$ cat src/rtl/prom_pkg.sv
// Shared types and sizes for the boot RAM loader.
// The checksum build is selected with PROM_LOADER_CKSUM_EN.
package prom_pkg;

  localparam int PROM_ADR_W     = 9;
  localparam int PROM_DEPTH     = 512;
  localparam int BYTES_PER_WORD = 4;

  typedef enum logic [2:0] {
    S_IDLE,
    S_HDR,
    S_DATA,
    S_CK,
    S_DONE,
    S_ERR
  } state_t;

endpackage

$ cat src/rtl/prom_byte_packer.sv
// Little-endian 8-to-32 assembler.
// word_valid flags the beat carrying the top byte.
module prom_byte_packer
  import prom_pkg::*;
(
  input  logic        clk,
  input  logic        rst,
  input  logic        clr,
  input  logic        fire,
  input  logic [7:0]  in_data,
  output logic [31:0] word,
  output logic        word_valid
);

  logic [1:0]  cnt;
  logic [23:0] sr;

  assign word       = {in_data, sr};
  assign word_valid = fire & (cnt == 2'(BYTES_PER_WORD - 1));

  always_ff @(posedge clk or negedge rst) begin
    if (!rst) begin
      cnt <= 2'd0;
      sr  <= 24'd0;
    end else if (clr) begin
      cnt <= 2'd0;
    end else if (fire) begin
      cnt <= cnt + 2'd1;
      case (cnt)
        2'd0:    sr[7:0]   <= in_data;
        2'd1:    sr[15:8]  <= in_data;
        2'd2:    sr[23:16] <= in_data;
        default: ;
      endcase
    end
  end

endmodule

$ cat src/rtl/prom_loader.sv
// Boot image loader: byte stream to 32-bit boot RAM writes.
// PROM_LOADER_CKSUM_EN adds a trailing 32-bit checksum check.
module prom_loader
  import prom_pkg::*;
#(
  parameter int ADR_W = PROM_ADR_W,
  parameter int DEPTH = PROM_DEPTH
) (
  input  logic             clk,
  input  logic             rst,
  input  logic             start,
  input  logic [7:0]       in_data,
  input  logic             in_valid,
  output logic             in_ready,
  output logic             wr_en,
  output logic [ADR_W-1:0] wr_adr,
  output logic [31:0]      wr_data,
  output logic             busy,
  output logic             done,
  output logic             err
);

  state_t state, state_nx;

  logic           fire;
  logic           pk_fire;
  logic           pk_valid;
  logic [31:0]    pk_word;
  logic           start_ok;
  logic           hb;
  logic [7:0]     nlo;
  logic [15:0]    n16;
  logic           hdr_ok;
  logic [ADR_W:0] n;
  logic [ADR_W:0] idx;
  logic           all_in;
  logic           last_wr;

  assign fire     = in_valid & in_ready;
  assign start_ok = start & (state == S_IDLE |
                             state == S_DONE |
                             state == S_ERR);
  assign pk_fire  = fire & (state == S_DATA | state == S_CK);
  assign n16      = {in_data, nlo};
  assign hdr_ok   = (n16 != 16'd0) & (n16 <= 16'(DEPTH));
  assign all_in   = (idx == n);
  // final word is on the write port this cycle
  assign last_wr  = wr_en & all_in;

  assign busy = (state == S_HDR) | (state == S_DATA) |
                (state == S_CK);
  assign done = (state == S_DONE);
  assign err  = (state == S_ERR);

  prom_byte_packer u_packer (
    .clk        (clk),
    .rst        (rst),
    .clr        (start_ok),
    .fire       (pk_fire),
    .in_data    (in_data),
    .word       (pk_word),
    .word_valid (pk_valid)
  );

`ifdef PROM_LOADER_CKSUM_EN
  logic [31:0] acc;

  always_ff @(posedge clk or negedge rst) begin
    if (!rst) begin
      acc <= 32'd0;
    end else if (start_ok) begin
      acc <= 32'd0;
    end else if (wr_en) begin
      acc <= acc + wr_data;
    end
  end
`endif

  always_comb begin
    state_nx = state;
    in_ready = 1'b0;
    unique case (state)
      S_IDLE, S_DONE, S_ERR: begin
        if (start) state_nx = S_HDR;
      end
      S_HDR: begin
        in_ready = 1'b1;
        if (fire && hb) state_nx = hdr_ok ? S_DATA : S_ERR;
      end
      S_DATA: begin
`ifdef PROM_LOADER_CKSUM_EN
        in_ready = 1'b1;
        if (last_wr) state_nx = S_CK;
`else
        in_ready = !all_in;
        if (last_wr) state_nx = S_DONE;
`endif
      end
`ifdef PROM_LOADER_CKSUM_EN
      S_CK: begin
        in_ready = 1'b1;
        if (pk_valid) state_nx = (pk_word == acc) ? S_DONE : S_ERR;
      end
`endif
      default: state_nx = S_IDLE;
    endcase
  end

  always_ff @(posedge clk or negedge rst) begin
    if (!rst) begin
      state   <= S_IDLE;
      hb      <= 1'b0;
      nlo     <= 8'd0;
      n       <= '0;
      idx     <= '0;
      wr_en   <= 1'b0;
      wr_adr  <= '0;
      wr_data <= 32'd0;
    end else begin
      state <= state_nx;
      wr_en <= 1'b0;
      if (start_ok) begin
        hb  <= 1'b0;
        idx <= '0;
      end
      if (state == S_HDR && fire) begin
        hb <= 1'b1;
        if (!hb) nlo <= in_data;
        else     n   <= n16[ADR_W:0];
      end
      if (state == S_DATA && pk_valid && !all_in) begin
        wr_en   <= 1'b1;
        wr_adr  <= idx[ADR_W-1:0];
        wr_data <= pk_word;
        idx     <= idx + 1'b1;
      end
    end
  end

endmodule

$ cat config.mk
export PLATFORM = sky130hd
export DESIGN_NAME = prom_loader
export DESIGN_NICKNAME = d
export VERILOG_FILES = /design/src/rtl/prom_pkg.sv /design/src/rtl/prom_byte_packer.sv /design/src/rtl/prom_loader.sv
export SDC_FILE = /design/constraint.sdc
export NUM_CORES = 1
export LEC_CHECK = 0
export BUFFER_PORTS_ARGS = -buffer_cell sky130_fd_sc_hd__buf_2
export CAP_MARGIN = 5
export CORE_MARGIN = 10
export CORE_UTILIZATION = 56
export CTS_BUF_LIST = sky130_fd_sc_hd__clkbuf_8
export DETAILED_ROUTE_END_ITERATION = 7
export PLACE_DENSITY_LB_ADDON = 0.05
export SYNTH_ARGS = -nofsm -noshare
export SYNTH_HDL_FRONTEND = slang
export SYNTH_SLANG_ARGS = --single-unit
$ cat constraint.sdc
create_clock -name clk -period 6.3 [get_ports clk]
set_input_delay 0.315 -clock clk [delete_from_list [all_inputs] [get_ports clk]]
set_output_delay 0.315 -clock clk [all_outputs]
set_load 0.03 [all_outputs]
Word-level counts from Yosys, hierarchy flattened

Index checks and enable logic that the tools add are counted.

Word-level logic and storage cells: 71
Bits of input ports: 12
Bits in registers: 100

Bitwise gates (word level): 13
Reduce and logical (&&, ||, !) cells: 18
Equality and inequality tests: 12
Add/sub/neg operators: 2
$lt $le $gt $ge: 1
Multiplexer cells: 13

Operators with widths:

| cell                  | number |
|---|---|
| $mux 10               | 2 |
| $le 16x10->1 const B  | 1 |
| $reduce_bool 16->1    | 1 |
| $mux 3                | 4 |
| $reduce_and 3->1      | 4 |
| $add 10x1->10 const B | 1 |
| $eq 10x10->1          | 1 |
| $pmux 3 s3            | 1 |
| $and 1x1->1           | 6 |
| $eq 3x2->1 const B    | 2 |
| $eq 3x3->1 const B    | 2 |
| $reduce_bool 2->1     | 3 |
| $or 1x1->1            | 5 |
| $eq 2x2->1 const B    | 2 |
| $logic_and 1x1->1     | 4 |
| $mux 2                | 2 |
| $ne 2x2->1 const B    | 2 |
| $reduce_and 2->1      | 2 |
| $eq 3x1->1 const B    | 1 |
| $logic_not 3->1       | 1 |
| $mux 1                | 3 |
| $reduce_or 3->1       | 1 |
| $add 2x1->2 const B   | 1 |
| $eq 2x1->1 const B    | 1 |
| 5 further kinds       | 6 |

Logic depth before layout (Yosys ltp)

Gate-level depths: netlist of run 1.

Depth after elaboration: 9
Mapped depth: 9

Hierarchy

Synthesis of run 1 repeated with hierarchy kept, for this count alone.

Cell total of the unflattened synthesis: 313
Area total of the unflattened synthesis: 4350.4 um^2

By module, submodules not included:

| module           | instances | seq. area each (um^2) | area an instance (um^2) | cells each |
|---|---|---|---|---|
| prom_loader      | 1         | 1851.8                | 3203.1                  | 240 |
| prom_byte_packer | 1         | 650.6                 | 1147.4                  | 73 |

Worst setup path after synthesis of run 1

No wires, ideal clock.

Path type: register to register
From: register idx[6]
To: register wr_adr[0]
Stages on the path, launching flop included: 9
Data required time: 6.175 ns
Slack: 4.283 ns
Buffers on the path: 3
Library setup time: 0.125 ns
Data arrival time: 1.892 ns
Path through: dfrtp_1 buf_2 xnor2_1 nand4_1 nor4_4 or3_1 buf_4 buf_4 mux2_2

Longest elaborated chain between the ends: 8

Ends and longest elaborated chain:

| item                   | RTL line                              | RTL |
|---|---|---|
| start, declared        | prom_loader.sv:35                     | `logic [ADR_W:0] idx;` |
| start signal, assigned | prom_loader.sv:135                    | `idx <= idx + 1'b1;` |
| $eq 10x10->1 (*)       | prom_loader.sv:46                     | `assign all_in = (idx == n);` |
| $logic_not 1->1 (*)    | prom_loader.sv:95, prom_loader.sv:131 |  |
| $pmux 1 s2             | prom_loader.sv:82                     | `unique case (state)` |
| $and 1x1->1            | prom_loader.sv:39                     | `assign fire = in_valid & in_ready;` |
| $and 1x1->1            | prom_loader.sv:43                     | `assign pk_fire = fire & (state == S_DATA \| state == S_CK);` |
| $and 1x1->1            | prom_byte_packer.sv:19                | `assign word_valid = fire & (cnt == 2'(BYTES_PER_WORD - 1));` |
| $logic_and 1x1->1      | prom_loader.sv:131                    | `if (state == S_DATA && pk_valid && !all_in) begin` |
| $logic_and 1x1->1 (*)  | prom_loader.sv:131                    |  |
| end signal, assigned   | prom_loader.sv:133                    | `wr_adr <= idx[ADR_W-1:0];` |
| end, declared          | prom_loader.sv:16                     | `output logic [ADR_W-1:0] wr_adr,` |

Every way passes the cells marked *; elsewhere a longest branch is shown, timed or not.
A chain may end at the register's enable or synchronous reset.

Worst setup path after layout of run 1

From: register idx[7]
To: register idx[5]

Longest elaborated chain between the ends: 9
Elaborated cells between the ends (all ways): 10
Those cells by class: eq/ne (1); mux (2); bitwise (3); reduce/logical (4)

Ends and longest elaborated chain:

| item                                         | RTL line |
|---|---|
| $eq 10x10->1 (*)                             | prom_loader.sv:46 |
| $logic_not 1->1 (*)                          | prom_loader.sv:95, prom_loader.sv:131 |
| $pmux 1 s2                                   | prom_loader.sv:82 |
| $and 1x1->1                                  | prom_loader.sv:39 |
| $and 1x1->1                                  | prom_loader.sv:43 |
| $and 1x1->1                                  | prom_byte_packer.sv:19 |
| $logic_and 1x1->1                            | prom_loader.sv:131 |
| $logic_and 1x1->1 (*)                        | prom_loader.sv:131 |
| $mux 10 or $reduce_bool 2->1 (tied branches) | - |

Marks and branches as above.

==> results of run 1 <==
-- flip-flops by register name, summed over array words and instances (netlist names) --
name	flops
idx	10
wr_en	1
u_packer.sr	24
wr_data	32
nlo	8
hb	1
u_packer.cnt	2
n	10
wr_adr	9
state	3
-- how the worst max path moves through the flow --
stage / startpoint / endpoint / cells after the start
after global placement: idx[2] / idx[4] / 7
final: idx[7] / idx[5] / 7
after detailed placement: idx[7] / idx[5] / 7
after floorplan: idx[6] / wr_adr[0] / 8
after CTS: idx[7] / idx[5] / 7
after global routing: idx[2] / idx[4] / 7
-- power breakdown --
| part | leakage [nW] | switching [mW] | total [mW] | internal, mW |
|---|---|---|---|---|
| sequential | 1.35 | 0.0579 | 0.766 | 0.708 |
| clock | 0.0851 | 0.225 | 0.382 | 0.157 |
| combinational | 1.04 | 0.114 | 0.229 | 0.115 |
-- area by class of cell --
cell class | count | share of cell area
flip-flops and latches | 100 | 0.511
repair buffers | 60 | 0.0639
multi-input cells | 196 | 0.356
inverters | 5 | 0.00435
well taps | 102 | 0.0261
clock inverters | 6 | 0.00997
clock buffers | 10 | 0.0281
-- layer usage --
metal,part of all wire,vias to the layer above,global-route usage,routed length (um)
met2,0.46,66,0.236,3980
met4,0.015,0,0.0650,127
met3,0.060,11,0.0434,515
li1,-,1240,-,-
met1,0.46,1357,0.204,3960
met5,0,-,0,0
-- stage by stage --
stage / cell area (um^2) / utilization / hold WS, ns / total power, mW / std cells
floorplan: 4360 / - / 0.0194 / 0.942 / 318
global placement: 4700 / 0.614 / 0.261 / 1.00 / 462
detailed placement: 4700 / 0.614 / 0.264 / 1.01 / 462
CTS: 4890 / 0.640 / 0.225 / 1.39 / 479
global route: 4890 / 0.640 / 0.267 / 1.45 / 479
finish: 4890 / 0.640 / 0.252 / 1.38 / 479
-- worst max-delay path, stage by stage, from the launching register on --
cell                      delay [ns]
sky130_fd_sc_hd__dfrtp_1        0.46
sky130_fd_sc_hd__xnor2_1        0.22
sky130_fd_sc_hd__nand4_1        0.16
sky130_fd_sc_hd__nor4_4         0.70
sky130_fd_sc_hd__or3_1          0.58
sky130_fd_sc_hd__buf_4          0.35
sky130_fd_sc_hd__inv_4          0.20
sky130_fd_sc_hd__a221o_1        0.36
-- cells in the final DEF, fill, tap and decap left out, types with 4 or more instances in the layout --
master                       n
sky130_fd_sc_hd__mux2i_1     5
sky130_fd_sc_hd__mux2_4     13
sky130_fd_sc_hd__clkbuf_8   10
sky130_fd_sc_hd__a221o_1     5
sky130_fd_sc_hd__nand2_1    14
sky130_fd_sc_hd__nor2_1     16
sky130_fd_sc_hd__inv_1       4
sky130_fd_sc_hd__nor2b_1     6
sky130_fd_sc_hd__buf_2      56
sky130_fd_sc_hd__xnor2_1     9
sky130_fd_sc_hd__dfrtp_1   100
sky130_fd_sc_hd__mux2_1      9
sky130_fd_sc_hd__nand3b_1    4
sky130_fd_sc_hd__and2_1      4
sky130_fd_sc_hd__ha_1        5
sky130_fd_sc_hd__mux2_2     62
sky130_fd_sc_hd__nand3_1     5
sky130_fd_sc_hd__nand4_1     8
-- cell families (layout without fill, tap and decap cells) --
group / Yosys count / in the layout / synth area share
xor+xnor: 11 / 11 / 0.0221
flops: 100 / 100 / 0.573
mux: 89 / 89 / 0.239
buf+inv: 22 / 81 / 0.0269
compound gates: 19 / 19 / 0.0347
fa+ha+maj: 5 / 5 / 0.0143
simple gates: 72 / 72 / 0.0892
==> flow_summary.html, run 1 <==
<table>
<tr><th>Metric</th><th>Value</th></tr>
<tr><th colspan="2">Worst setup path</th></tr>
<tr><td>CP Data Arrival Time</td><td>around 3.4 ns</td></tr>
<tr><td>Required time worst endpoint</td><td>between 6 and 7 ns</td></tr>
<tr><td>Startpoint of the worst register-to-register path</td><td>idx[7]</td></tr>
<tr><td>Reg-to-Reg End</td><td>idx[5]</td></tr>
<tr><td>Critical Path Source Type</td><td>flop</td></tr>
<tr><td>Depth of the worst register-to-register path</td><td>7</td></tr>
<tr><td>Category of the critical setup timing path</td><td>reg -&gt; reg</td></tr>
<tr><td>Top fanout value on the critical path</td><td>24</td></tr>
<tr><td>Kind of end point of the critical path</td><td>flop</td></tr>
<tr><td>Internal reg-to-reg setup slack</td><td>approximately 3.1 ns</td></tr>
<tr><th colspan="2">Clock network</th></tr>
<tr><td>Clock transition at the register clock pins on the worst setup and hold paths after CTS</td><td>~0.10 ns</td></tr>
<tr><td>H-Tree Depth</td><td>3</td></tr>
<tr><td>Clk sink count</td><td>100</td></tr>
<tr><td>CTS tree</td><td>built</td></tr>
<tr><td>Number of setup buffers added after CTS</td><td>0</td></tr>
<tr><td>Number of cells upsized or downsized after cts</td><td>0</td></tr>
<tr><td>Count of hold buffers inserted by post-cts repair</td><td>1</td></tr>
<tr><td>Buffer depth of the longest clock path</td><td>2</td></tr>
<tr><td>Library cell used as clock root buffer</td><td>sky130_fd_sc_hd__clkbuf_8</td></tr>
<tr><td>Clock latency of the later-clocked register in the worst-skew pair</td><td>between 0.3 and 0.4 ns</td></tr>
<tr><td>CTS buffer count</td><td>9</td></tr>
<tr><th colspan="2">Drt</th></tr>
<tr><td>Number of iterations in the first detailed-routing pass</td><td>4</td></tr>
<tr><td>Wire per inst</td><td>17.9 um</td></tr>
<tr><td>Initial DRC count</td><td>slightly below 100</td></tr>
<tr><td>DRC errors left</td><td>0</td></tr>
<tr><td>Vias per std cell</td><td>between 5 and 6</td></tr>
<tr><td>Post-route antenna net violation count</td><td>0</td></tr>
<tr><td>Wirelength, routed</td><td>between 8000 and 9000 um</td></tr>
<tr><td>Total via count in the routed design</td><td>~2.7k</td></tr>
<tr><th colspan="2">Outcome</th></tr>
<tr><td>Result of the run</td><td>completed</td></tr>
<tr><th colspan="2">Timing</th></tr>
<tr><td>RSZ-0062 raised after global routing</td><td>false</td></tr>
<tr><td>Fin crit period</td><td>roughly 3.2 ns</td></tr>
<tr><td>Share of the clock period used by the worst path after layout</td><td>0.500</td></tr>
<tr><td>Transition time at the pin with the least slew margin</td><td>0.866 ns</td></tr>
<tr><td>Fin Setup TNS</td><td>0 ns</td></tr>
<tr><td>Max transition margin</td><td>0.423</td></tr>
<tr><td>Max Fclk</td><td>around 320 MHz</td></tr>
<tr><td>Final worst-path setup slack</td><td>3.15 ns</td></tr>
<tr><td>Slew Viols, Final</td><td>0</td></tr>
<tr><td>Hold Fails Final Rpt</td><td>0</td></tr>
<tr><td>Clock skew</td><td>0.00654 ns</td></tr>
<tr><td>Number of setup violations in the final report</td><td>0</td></tr>
<tr><th colspan="2">Finish</th></tr>
<tr><td>Area growth from synthesis to layout</td><td>12.2%</td></tr>
<tr><td>Fraction of layout cells with a size suffix above 1</td><td>0.416</td></tr>
<tr><td>Post-layout nets</td><td>389</td></tr>
<tr><td>Total of fill cells in the finished design</td><td>between 500 and 600</td></tr>
<tr><td>Number of antenna repair diodes</td><td>0</td></tr>
<tr><td>FF+latch area</td><td>between 2000 and 3000 um^2</td></tr>
<tr><td>Area of the multi-input gates</td><td>1740 um^2</td></tr>
<tr><th colspan="2">GRT</th></tr>
<tr><td>Number of global-route vias before repair</td><td>between 2k and 3k</td></tr>
<tr><td>First-pass GRT wire length</td><td>14300 um</td></tr>
<tr><td>Antenna violations before repair</td><td>0</td></tr>
<tr><td>Largest net degree at the start of global routing</td><td>71</td></tr>
<tr><td>Aggregate global routing overflow</td><td>0</td></tr>
<tr><td>Gr usage total</td><td>0.155</td></tr>
<tr><th colspan="2">Die</th></tr>
<tr><td>Die area</td><td>11700 um^2</td></tr>
<tr><td>Horizontal extent of the die</td><td>about 110 um</td></tr>
<tr><td>Number of rows in the core area</td><td>32</td></tr>
<tr><td>Starting density of the core</td><td>0.571</td></tr>
<tr><td>Core area</td><td>about 7600 um^2</td></tr>
<tr><td>Die outline height</td><td>roughly 110 um</td></tr>
<tr><td>Boundary Pins</td><td>between 50 and 60</td></tr>
<tr><th colspan="2">Worst hold path</th></tr>
<tr><td>Class of the most critical hold timing path</td><td>in -&gt; reg</td></tr>
<tr><td>Hold Crit Start</td><td>in_valid</td></tr>
<tr><td>Hold Crit Depth</td><td>3</td></tr>
<tr><td>Terminating pin of the worst hold path</td><td>hb</td></tr>
<tr><th colspan="2">Logic synthesis</th></tr>
<tr><td>Gate count after technology mapping</td><td>318</td></tr>
<tr><td>Area fraction of the dominant cell type after synthesis</td><td>0.573</td></tr>
<tr><td>Cell with the most instances after synthesis</td><td>sky130_fd_sc_hd__dfrtp_1</td></tr>
<tr><td>Library cell occupying the most area in the post-synthesis netlist</td><td>sky130_fd_sc_hd__dfrtp_1</td></tr>
<tr><td>Share of the yosys chip area belonging to registers</td><td>0.573</td></tr>
<tr><td>Synth top area cells</td><td>sky130_fd_sc_hd__dfrtp_1, sky130_fd_sc_hd__mux2_2, sky130_fd_sc_hd__mux2_4, sky130_fd_sc_hd__mux2_1, sky130_fd_sc_hd__xnor2_1</td></tr>
<tr><td>Flip-flop cell with the highest count after synthesis</td><td>sky130_fd_sc_hd__dfrtp_1</td></tr>
<tr><td>Count of cell types in the netlist</td><td>41</td></tr>
<tr><td>Share of flip-flops with an asynchronous set or reset after synthesis</td><td>1.00</td></tr>
<tr><td>Leading cell types by count after synthesis</td><td>sky130_fd_sc_hd__dfrtp_1, sky130_fd_sc_hd__mux2_2, sky130_fd_sc_hd__nor2_1</td></tr>
<tr><td>Syn Area/Cell</td><td>~14 um^2</td></tr>
<tr><td>Syn. warnings</td><td>0</td></tr>
<tr><td>Number of synthesized flops with an enable pin</td><td>0</td></tr>
<tr><td>Seq cells post-synth</td><td>100</td></tr>
<tr><td>Mapped Area</td><td>4360 um^2</td></tr>
<tr><td>Mapped Nets</td><td>335</td></tr>
<tr><th colspan="2">Placed design</th></tr>
<tr><td>Placed wire-length estimate after detailed placement</td><td>5950 um</td></tr>
<tr><td>Global placer's final weighted congestion</td><td>slightly above 0.8</td></tr>
<tr><td>Minimum setup slack after placement</td><td>around 3.1 ns</td></tr>
<tr><td>Count of buffers inserted at the top-level ports</td><td>57</td></tr>
<tr><th colspan="2">Pwr</th></tr>
<tr><td>Power Dens Cells</td><td>roughly 280 nW/um^2</td></tr>
<tr><td>VDD IR-drop max</td><td>0.000165 V</td></tr>
<tr><td>Leakage power</td><td>approximately 2.5 nW</td></tr>
<tr><th colspan="2">Run</th></tr>
<tr><td>Number of max-capacitance violations reported</td><td>0</td></tr>
</table>
(Power assumes the default switching activity.)
==> run 2, diff against run 1 <==
--- a/config.mk
+++ b/config.mk
@@ -5,10 +5,11 @@
 export SDC_FILE = /design/constraint.sdc
 export NUM_CORES = 1
 export LEC_CHECK = 0
+export ABC_AREA = 1
 export BUFFER_PORTS_ARGS = -buffer_cell sky130_fd_sc_hd__buf_2
 export CAP_MARGIN = 5
 export CORE_MARGIN = 10
-export CORE_UTILIZATION = 56
+export CORE_UTILIZATION = 54
 export CTS_BUF_LIST = sky130_fd_sc_hd__clkbuf_8
 export DETAILED_ROUTE_END_ITERATION = 7
 export PLACE_DENSITY_LB_ADDON = 0.05
==> constraint.sdc (replaced) <==
create_clock -name clk -period 2.77 [get_ports clk]
set_input_delay 0.1385 -clock clk [delete_from_list [all_inputs] [get_ports clk]]
set_output_delay 0.1385 -clock clk [all_outputs]
set_load 0.03 [all_outputs]
==> flow_summary.html, run 2 <==
<table>
<tr><th>Metric</th><th>Value</th></tr>
<tr><th colspan="2">Outcome</th></tr>
<tr><td>Result of the run</td><td>completed</td></tr>
<tr><th colspan="2">GRT</th></tr>
<tr><td>First-pass GRT wire length</td><td>between 15000 and 20000 um</td></tr>
<tr><td>Number of global-route vias before repair</td><td>around 3.5k</td></tr>
<tr><td>Gr usage total</td><td>0.167</td></tr>
<tr><td>Aggregate global routing overflow</td><td>0</td></tr>
<tr><td>Largest net degree at the start of global routing</td><td>70</td></tr>
<tr><td>Antenna violations before repair</td><td>0</td></tr>
<tr><th colspan="2">Logic synthesis</th></tr>
<tr><td>Cell with the most instances after synthesis</td><td>sky130_fd_sc_hd__nand2_1</td></tr>
<tr><td>Number of synthesized flops with an enable pin</td><td>0</td></tr>
<tr><td>Mapped Nets</td><td>554</td></tr>
<tr><td>Syn Area/Cell</td><td>approximately 8.3 um^2</td></tr>
<tr><td>Synth top area cells</td><td>sky130_fd_sc_hd__dfrtp_1, sky130_fd_sc_hd__nand2_1, sky130_fd_sc_hd__nand4_1, sky130_fd_sc_hd__o21ai_0, sky130_fd_sc_hd__inv_1</td></tr>
<tr><td>Area fraction of the dominant cell type after synthesis</td><td>0.559</td></tr>
<tr><td>Count of cell types in the netlist</td><td>29</td></tr>
<tr><td>Seq cells post-synth</td><td>100</td></tr>
<tr><td>Library cell occupying the most area in the post-synthesis netlist</td><td>sky130_fd_sc_hd__dfrtp_1</td></tr>
<tr><td>Share of the yosys chip area belonging to registers</td><td>0.559</td></tr>
<tr><td>Gate count after technology mapping</td><td>around 540</td></tr>
<tr><td>Flip-flop cell with the highest count after synthesis</td><td>sky130_fd_sc_hd__dfrtp_1</td></tr>
<tr><td>Mapped Area</td><td>between 4000 and 5000 um^2</td></tr>
<tr><td>Syn. warnings</td><td>0</td></tr>
<tr><td>Share of flip-flops with an asynchronous set or reset after synthesis</td><td>1.00</td></tr>
<tr><td>Leading cell types by count after synthesis</td><td>sky130_fd_sc_hd__nand2_1, sky130_fd_sc_hd__dfrtp_1, sky130_fd_sc_hd__inv_1</td></tr>
<tr><th colspan="2">Worst hold path</th></tr>
<tr><td>Terminating pin of the worst hold path</td><td>u_packer.sr[13]</td></tr>
<tr><td>Hold Crit Start</td><td>in_data[5]</td></tr>
<tr><td>Class of the most critical hold timing path</td><td>in -&gt; reg</td></tr>
<tr><td>Hold Crit Depth</td><td>3</td></tr>
<tr><th colspan="2">Drt</th></tr>
<tr><td>DRC errors left</td><td>0</td></tr>
<tr><td>Wire per inst</td><td>~15 um</td></tr>
<tr><td>Wirelength, routed</td><td>10200 um</td></tr>
<tr><td>Initial DRC count</td><td>248</td></tr>
<tr><td>Vias per std cell</td><td>5.18</td></tr>
<tr><td>Post-route antenna net violation count</td><td>0</td></tr>
<tr><td>Total via count in the routed design</td><td>approximately 3.6k</td></tr>
<tr><td>Number of iterations in the first detailed-routing pass</td><td>4</td></tr>
<tr><th colspan="2">Clock network</th></tr>
<tr><td>CTS buffer count</td><td>9</td></tr>
<tr><td>Buffer depth of the longest clock path</td><td>2</td></tr>
<tr><td>CTS tree</td><td>built</td></tr>
<tr><td>Clock latency of the later-clocked register in the worst-skew pair</td><td>0.35 ns</td></tr>
<tr><td>Clock transition at the register clock pins on the worst setup and hold paths after CTS</td><td>0.09 ns</td></tr>
<tr><td>H-Tree Depth</td><td>3</td></tr>
<tr><td>Clk sink count</td><td>100</td></tr>
<tr><td>Library cell used as clock root buffer</td><td>sky130_fd_sc_hd__clkbuf_8</td></tr>
<tr><td>Number of cells upsized or downsized after cts</td><td>0</td></tr>
<tr><td>Number of setup buffers added after CTS</td><td>0</td></tr>
<tr><td>Count of hold buffers inserted by post-cts repair</td><td>1</td></tr>
<tr><th colspan="2">Worst setup path</th></tr>
<tr><td>Kind of end point of the critical path</td><td>output port</td></tr>
<tr><td>Startpoint of the worst register-to-register path</td><td>idx[1]</td></tr>
<tr><td>Category of the critical setup timing path</td><td>reg -&gt; out</td></tr>
<tr><td>Cell type of the slowest stage on the worst timing path</td><td>sky130_fd_sc_hd__dfrtp_1</td></tr>
<tr><td>Sequence of cells on the critical path</td><td>inv_1 &gt; nand2_1 &gt; nand2_1 &gt; inv_1 &gt; nand2_1 &gt; nor2_1 &gt; nand3_2 &gt; nand2_4 &gt; nand2_2 &gt; buf_2</td></tr>
<tr><td>Buffers and inverters on the worst path</td><td>3</td></tr>
<tr><td>Critical Path Source Type</td><td>flop</td></tr>
<tr><td>Cell seen most often among critical-path stages</td><td>sky130_fd_sc_hd__nand2_1</td></tr>
<tr><td>Reg-to-Reg End</td><td>u_packer.sr[15]</td></tr>
<tr><td>Required time worst endpoint</td><td>roughly 2.6 ns</td></tr>
<tr><td>Top fanout value on the critical path</td><td>31</td></tr>
<tr><td>Depth of the worst register-to-register path</td><td>12</td></tr>
<tr><td>Crit path largest cell delay</td><td>0.42 ns</td></tr>
<tr><td>CP Data Arrival Time</td><td>2.08 ns</td></tr>
<tr><td>Kind of cell adding the most delay to the critical path</td><td>simple AND/OR/NAND/NOR gates</td></tr>
<tr><td>Internal reg-to-reg setup slack</td><td>approximately 0.68 ns</td></tr>
<tr><th colspan="2">Finish</th></tr>
<tr><td>Fraction of layout cells with a size suffix above 1</td><td>0.144</td></tr>
<tr><td>Area growth from synthesis to layout</td><td>11.2%</td></tr>
<tr><td>Post-layout nets</td><td>approximately 600</td></tr>
<tr><td>Registers with the highest flip-flop counts</td><td>wr_data (32), u_packer.sr (24)</td></tr>
<tr><td>Util after Layout</td><td>0.613</td></tr>
<tr><td>Area of the multi-input gates</td><td>~1600 um^2</td></tr>
<tr><td>Flip-flop count of the largest register, all copies and words added</td><td>32</td></tr>
<tr><td>Register name with the most flops</td><td>wr_data</td></tr>
<tr><td>Most common cell after layout, fill and taps aside</td><td>sky130_fd_sc_hd__nand2_1</td></tr>
<tr><td>FF+latch area</td><td>2500 um^2</td></tr>
<tr><td>Number of antenna repair diodes</td><td>0</td></tr>
<tr><td>Most used cells in the layout excluding fill and tap cells</td><td>sky130_fd_sc_hd__nand2_1, sky130_fd_sc_hd__dfrtp_1, sky130_fd_sc_hd__buf_2, sky130_fd_sc_hd__inv_1, sky130_fd_sc_hd__o21ai_0</td></tr>
<tr><td>Total of fill cells in the finished design</td><td>710</td></tr>
<tr><th colspan="2">Timing</th></tr>
<tr><td>Number of setup violations in the final report</td><td>0</td></tr>
<tr><td>Slew Viols, Final</td><td>0</td></tr>
<tr><td>RSZ-0062 raised after global routing</td><td>false</td></tr>
<tr><td>Worst Hold Slack</td><td>~0.09 ns</td></tr>
<tr><td>Transition time at the pin with the least slew margin</td><td>about 0.75 ns</td></tr>
<tr><td>Share of the clock period used by the worst path after layout</td><td>0.801</td></tr>
<tr><td>Fin Setup TNS</td><td>0 ns</td></tr>
<tr><td>Max Fclk</td><td>451 MHz</td></tr>
<tr><td>Hold Fails Final Rpt</td><td>0</td></tr>
<tr><td>Max transition margin</td><td>0.501</td></tr>
<tr><td>Clock skew</td><td>~0.0074 ns</td></tr>
<tr><td>Fin crit period</td><td>between 2 and 2.5 ns</td></tr>
<tr><th colspan="2">Die</th></tr>
<tr><td>Horizontal extent of the die</td><td>roughly 110 um</td></tr>
<tr><td>Starting density of the core</td><td>0.551</td></tr>
<tr><td>Die outline height</td><td>around 110 um</td></tr>
<tr><td>Number of rows in the core area</td><td>33</td></tr>
<tr><td>Core area</td><td>8130 um^2</td></tr>
<tr><td>Boundary Pins</td><td>slightly below 60</td></tr>
<tr><td>Die area</td><td>approximately 12000 um^2</td></tr>
<tr><th colspan="2">Placed design</th></tr>
<tr><td>Count of buffers inserted at the top-level ports</td><td>57</td></tr>
<tr><td>Placed wire-length estimate after detailed placement</td><td>between 7000 and 8000 um</td></tr>
<tr><td>Global placer's final weighted congestion</td><td>0.839</td></tr>
<tr><th colspan="2">Pwr</th></tr>
<tr><td>Leakage power</td><td>roughly 2.8 nW</td></tr>
<tr><td>VDD IR-drop max</td><td>between 0.0003 and 0.0004 V</td></tr>
<tr><td>Power Dens Cells</td><td>about 480 nW/um^2</td></tr>
<tr><th colspan="2">Run</th></tr>
<tr><td>Number of max-capacitance violations reported</td><td>0</td></tr>
</table>
run 2: layout make-up:
class | instances | area share
Clock buffer | 10 | 0.0276
Clock inverter | 6 | 0.00829
Inverter | 53 | 0.0409
Multi-Input combinational cell | 362 | 0.329
Sequential cell | 100 | 0.502
Tap cell | 105 | 0.0264
Timing Repair Buffer | 60 | 0.0653
run 2: tightest hold or removal path: stages:
cell,delay (ns)
sky130_fd_sc_hd__buf_2,0.14
sky130_fd_sc_hd__nand4_1,0.09
sky130_fd_sc_hd__nand2_1,0.05
run 2: through the flow:
| stage | setup WS, ns | cells | power, mW | area, um^2 |
|---|---|---|---|---|
| floorplan | 1.23 | 537 | 1.50 | 4480 |
| global placement | 0.750 | 679 | 1.56 | 4790 |
| detailed placement | 0.707 | 679 | 1.56 | 4790 |
| CTS | 0.553 | 696 | 2.40 | 4980 |
| global route | 0.353 | 696 | 2.47 | 4980 |
| finish | 0.552 | 696 | 2.37 | 4980 |
run 2: how the worst max path moves through the flow:
| stage | from | to | slack (ns) | depth (start not counted) |
|---|---|---|---|---|
| floorplan | idx[0] | u_packer.sr[0] | 1.23 | 12 |
| global placement | idx[3] | u_packer.sr[7] | 0.75 | 12 |
| detailed placement | idx[1] | u_packer.sr[2] | 0.71 | 12 |
| CTS | idx[1] | in_ready | 0.55 | 10 |
| global route | idx[1] | in_ready | 0.35 | 10 |
| finish | idx[1] | in_ready | 0.55 | 10 |
run 2: kinds of logic after synthesis:
| kind of cell | Yosys count | synth area share |
|---|---|---|
| buffers and inverters | 75 | 0.0751 |
| xor gates and xnor gates | 1 | 0.00196 |
| adders and majority gates | 5 | 0.0140 |
| DFF | 100 | 0.559 |
| and+or+nand+nor | 307 | 0.294 |
| AOI/OAI and AO/OA | 49 | 0.0564 |
run 2: routing by layer:
metal | GRT usage | vias up | routed length [um]
li1 | - | 1817 | -
met1 | 0.230 | 1696 | 4950
met2 | 0.257 | 83 | 4530
met3 | 0.0411 | 8 | 594
met4 | 0.0428 | 0 | 97
met5 | 0 | - | 0
run 2: power by group:
part | switching [mW] | leakage [nW] | internal (mW)
logic | 0.0572 | 1.29 | 0.0133
clock network | 0.489 | 0.0897 | 0.350
registers | 0.000828 | 1.39 | 1.46
==> run 3, diff against run 2 <==
==> constraint.sdc (replaced) <==
create_clock -name clk -period 2 [get_ports clk]
set_input_delay 0.1 -clock clk [delete_from_list [all_inputs] [get_ports clk]]
set_output_delay 0.1 -clock clk [all_outputs]
set_load 0.03 [all_outputs]
==> flow_summary.html, run 3 (synthesis results as in run 2) <==
<table>
<tr><th>Metric</th><th>Value</th></tr>
<tr><th colspan="2">Outcome</th></tr>
<tr><td>Result of the run</td><td>completed</td></tr>
<tr><th colspan="2">Worst setup path</th></tr>
<tr><td>Depth of the worst register-to-register path</td><td>12</td></tr>
<tr><td>Startpoint of the worst setup timing path</td><td>idx[0]</td></tr>
<tr><td>Kind of end point of the critical path</td><td>output port</td></tr>
<tr><td>Critical Path Source Type</td><td>flop</td></tr>
<tr><td>Startpoint of the worst register-to-register path</td><td>idx[0]</td></tr>
<tr><td>Required time worst endpoint</td><td>roughly 1.9 ns</td></tr>
<tr><td>Destination of the critical timing path</td><td>in_ready</td></tr>
<tr><td>Top fanout value on the critical path</td><td>16</td></tr>
<tr><td>Internal reg-to-reg setup slack</td><td>0.17 ns</td></tr>
<tr><td>Category of the critical setup timing path</td><td>reg -&gt; out</td></tr>
<tr><td>CP Data Arrival Time</td><td>1.79 ns</td></tr>
<tr><td>Reg-to-Reg End</td><td>idx[3]</td></tr>
<tr><th colspan="2">Pwr</th></tr>
<tr><td>Power Dens Cells</td><td>about 650 nW/um^2</td></tr>
<tr><td>Share of total power in sequential cells</td><td>0.605</td></tr>
<tr><td>Internal power component</td><td>around 2.5 mW</td></tr>
<tr><td>VDD IR-drop max</td><td>~0.0004 V</td></tr>
<tr><td>Switching power</td><td>about 0.8 mW</td></tr>
<tr><td>Leakage power</td><td>between 2 and 3 nW</td></tr>
<tr><td>Fraction of power spent switching nets</td><td>0.240</td></tr>
<tr><td>Clock Power Share</td><td>0.365</td></tr>
<tr><td>Combinational Power Share</td><td>0.030</td></tr>
<tr><th colspan="2">Die</th></tr>
<tr><td>Boundary Pins</td><td>58</td></tr>
<tr><td>Core area</td><td>approximately 8100 um^2</td></tr>
<tr><td>Horizontal extent of the die</td><td>approximately 110 um</td></tr>
<tr><td>Die outline height</td><td>between 100 and 150 um</td></tr>
<tr><td>Die area</td><td>about 12000 um^2</td></tr>
<tr><td>Number of rows in the core area</td><td>33</td></tr>
<tr><td>Starting density of the core</td><td>0.551</td></tr>
<tr><th colspan="2">Drt</th></tr>
<tr><td>Number of iterations in the first detailed-routing pass</td><td>4</td></tr>
<tr><td>Initial DRC count</td><td>between 150 and 200</td></tr>
<tr><td>Wire per inst</td><td>about 15 um</td></tr>
<tr><td>Post-route antenna net violation count</td><td>0</td></tr>
<tr><td>Total via count in the routed design</td><td>approximately 3.7k</td></tr>
<tr><td>Vias per std cell</td><td>roughly 5.2</td></tr>
<tr><td>Wirelength, routed</td><td>10700 um</td></tr>
<tr><td>DRC errors left</td><td>0</td></tr>
<tr><th colspan="2">GRT</th></tr>
<tr><td>Antenna violations before repair</td><td>0</td></tr>
<tr><td>First-pass GRT wire length</td><td>about 18000 um</td></tr>
<tr><td>Aggregate global routing overflow</td><td>0</td></tr>
<tr><td>Gr usage total</td><td>0.174</td></tr>
<tr><td>Number of global-route vias before repair</td><td>approximately 3.6k</td></tr>
<tr><td>Largest net degree at the start of global routing</td><td>48</td></tr>
<tr><th colspan="2">Clock network</th></tr>
<tr><td>Clk sink count</td><td>100</td></tr>
<tr><td>Library cell used as clock root buffer</td><td>sky130_fd_sc_hd__clkbuf_8</td></tr>
<tr><td>CTS buffer count</td><td>9</td></tr>
<tr><td>CTS tree</td><td>built</td></tr>
<tr><td>H-Tree Depth</td><td>3</td></tr>
<tr><td>Clock transition at the register clock pins on the worst setup and hold paths after CTS</td><td>0.11 ns</td></tr>
<tr><td>Buffer depth of the longest clock path</td><td>2</td></tr>
<tr><td>Clock latency of the later-clocked register in the worst-skew pair</td><td>0.37 ns</td></tr>
<tr><th colspan="2">Timing</th></tr>
<tr><td>Fin crit period</td><td>about 1.9 ns</td></tr>
<tr><td>Transition time at the pin with the least slew margin</td><td>roughly 0.6 ns</td></tr>
<tr><td>Clock skew</td><td>around 0.014 ns</td></tr>
<tr><td>Number of setup violations in the final report</td><td>0</td></tr>
<tr><td>Fin Setup TNS</td><td>0 ns</td></tr>
<tr><td>RSZ-0062 raised after global routing</td><td>false</td></tr>
<tr><td>Share of the clock period used by the worst path after layout</td><td>0.946</td></tr>
<tr><td>Max transition margin</td><td>0.600</td></tr>
<tr><td>Max Fclk</td><td>about 530 MHz</td></tr>
<tr><td>Hold Fails Final Rpt</td><td>0</td></tr>
<tr><td>Slew Viols, Final</td><td>0</td></tr>
<tr><td>Final worst-path setup slack</td><td>around 0.11 ns</td></tr>
<tr><th colspan="2">Run</th></tr>
<tr><td>Number of max-capacitance violations reported</td><td>0</td></tr>
<tr><th colspan="2">Finish</th></tr>
<tr><td>Register name with the most flops</td><td>wr_data</td></tr>
<tr><td>Number of antenna repair diodes</td><td>0</td></tr>
<tr><td>Area growth from synthesis to layout</td><td>14.5%</td></tr>
<tr><td>FF+latch area</td><td>~2500 um^2</td></tr>
<tr><td>Total of fill cells in the finished design</td><td>a little over 700</td></tr>
<tr><td>Most common cell after layout, fill and taps aside</td><td>sky130_fd_sc_hd__nand2_1</td></tr>
<tr><td>Fraction of layout cells with a size suffix above 1</td><td>0.169</td></tr>
<tr><td>Flip-flop count of the largest register, all copies and words added</td><td>32</td></tr>
<tr><td>Area of the multi-input gates</td><td>1650 um^2</td></tr>
<tr><td>Most used cells in the layout excluding fill and tap cells</td><td>sky130_fd_sc_hd__nand2_1, sky130_fd_sc_hd__dfrtp_1, sky130_fd_sc_hd__buf_2, sky130_fd_sc_hd__inv_1, sky130_fd_sc_hd__o21ai_0</td></tr>
<tr><td>Post-layout nets</td><td>616</td></tr>
<tr><td>Post-layout instance count excluding filler cells</td><td>roughly 700</td></tr>
<tr><td>Registers with the highest flip-flop counts</td><td>wr_data (32), u_packer.sr (24)</td></tr>
<tr><th colspan="2">Placed design</th></tr>
<tr><td>Count of buffers inserted at the top-level ports</td><td>57</td></tr>
<tr><td>Minimum setup slack after placement</td><td>around 0.13 ns</td></tr>
<tr><td># placed instances</td><td>approximately 690</td></tr>
<tr><td>Placed wire-length estimate after detailed placement</td><td>7510 um</td></tr>
<tr><td>Global placer's final weighted congestion</td><td>slightly above 0.8</td></tr>
<tr><th colspan="2">Worst hold path</th></tr>
<tr><td>Class of the most critical hold timing path</td><td>in -&gt; reg</td></tr>
</table>
[run 3: area by class of cell]
type	count	area share
repair buffers	73	0.0886
flip-flops and latches	100	0.489
clock buffers	10	0.0268
inverters	53	0.0403
multi-input cells	362	0.321
well taps	105	0.0256
clock inverters	6	0.00903
[run 3: routing by layer]
metal | global-route usage | vias up | share of wire
met5 | 0 | - | 0
met3 | 0.0406 | 20 | 0.057
met4 | 0.0660 | 0 | 0.017
met2 | 0.257 | 100 | 0.43
li1 | - | 1849 | -
met1 | 0.243 | 1729 | 0.49
[run 3: worst max-delay path, cell delays in order, from the launching register on]
cell and delay, ns:
sky130_fd_sc_hd__dfrtp_2 0.45, sky130_fd_sc_hd__inv_2 0.10, sky130_fd_sc_hd__nand2_1 0.06, sky130_fd_sc_hd__nand2_1 0.07, sky130_fd_sc_hd__nand2_1 0.07, sky130_fd_sc_hd__nor2_2 0.12, sky130_fd_sc_hd__nand3_2 0.11, sky130_fd_sc_hd__nand2_4 0.11
sky130_fd_sc_hd__nand2_4 0.12, sky130_fd_sc_hd__buf_4 0.21
[run 3: worst min path at each step]
stage,depth (start not counted),end,startpoint
after global placement,1,wr_adr[0],rst
after floorplan,0,hb,rst
final,3,u_packer.sr[14],in_data[6]
after global routing,3,u_packer.sr[14],in_data[6]
after CTS,3,u_packer.sr[14],in_data[6]
after detailed placement,1,wr_adr[0],rst
[run 3: repair_timing]
action / 4_1_cts / 5_1_grt
pin swaps: 0 / 0
resized for setup: 2 / 6
hold buffers: 1 / 0
endpoints found under the setup margin: 1 / 38
endpoints found under the hold margin: 29 / 0
buffers inserted: 0 / 5
[run 3: stage by stage]
step / utilization / area (um^2) / hold slack (ns) / power (mW)
after floorplan: - / 4480 / -0.196 / 2.08
after global placement: 0.598 / 4870 / 0.0615 / 2.16
after detailed placement: 0.598 / 4870 / 0.0655 / 2.16
after CTS: 0.623 / 5070 / 0.0257 / 3.36
after global routing: 0.631 / 5130 / 0.0226 / 3.45
final: 0.631 / 5130 / 0.0283 / 3.34
[run 3: power by group through the flow]
stage | registers [mW] | clock network, mW | logic (mW)
floorplan | 2.06 | 0 | 0.0181
global placement | 2.06 | 0 | 0.101
detailed placement | 2.06 | 0 | 0.102
CTS | 2.02 | 1.24 | 0.104
global route | 2.02 | 1.32 | 0.113
finish | 2.02 | 1.22 | 0.101
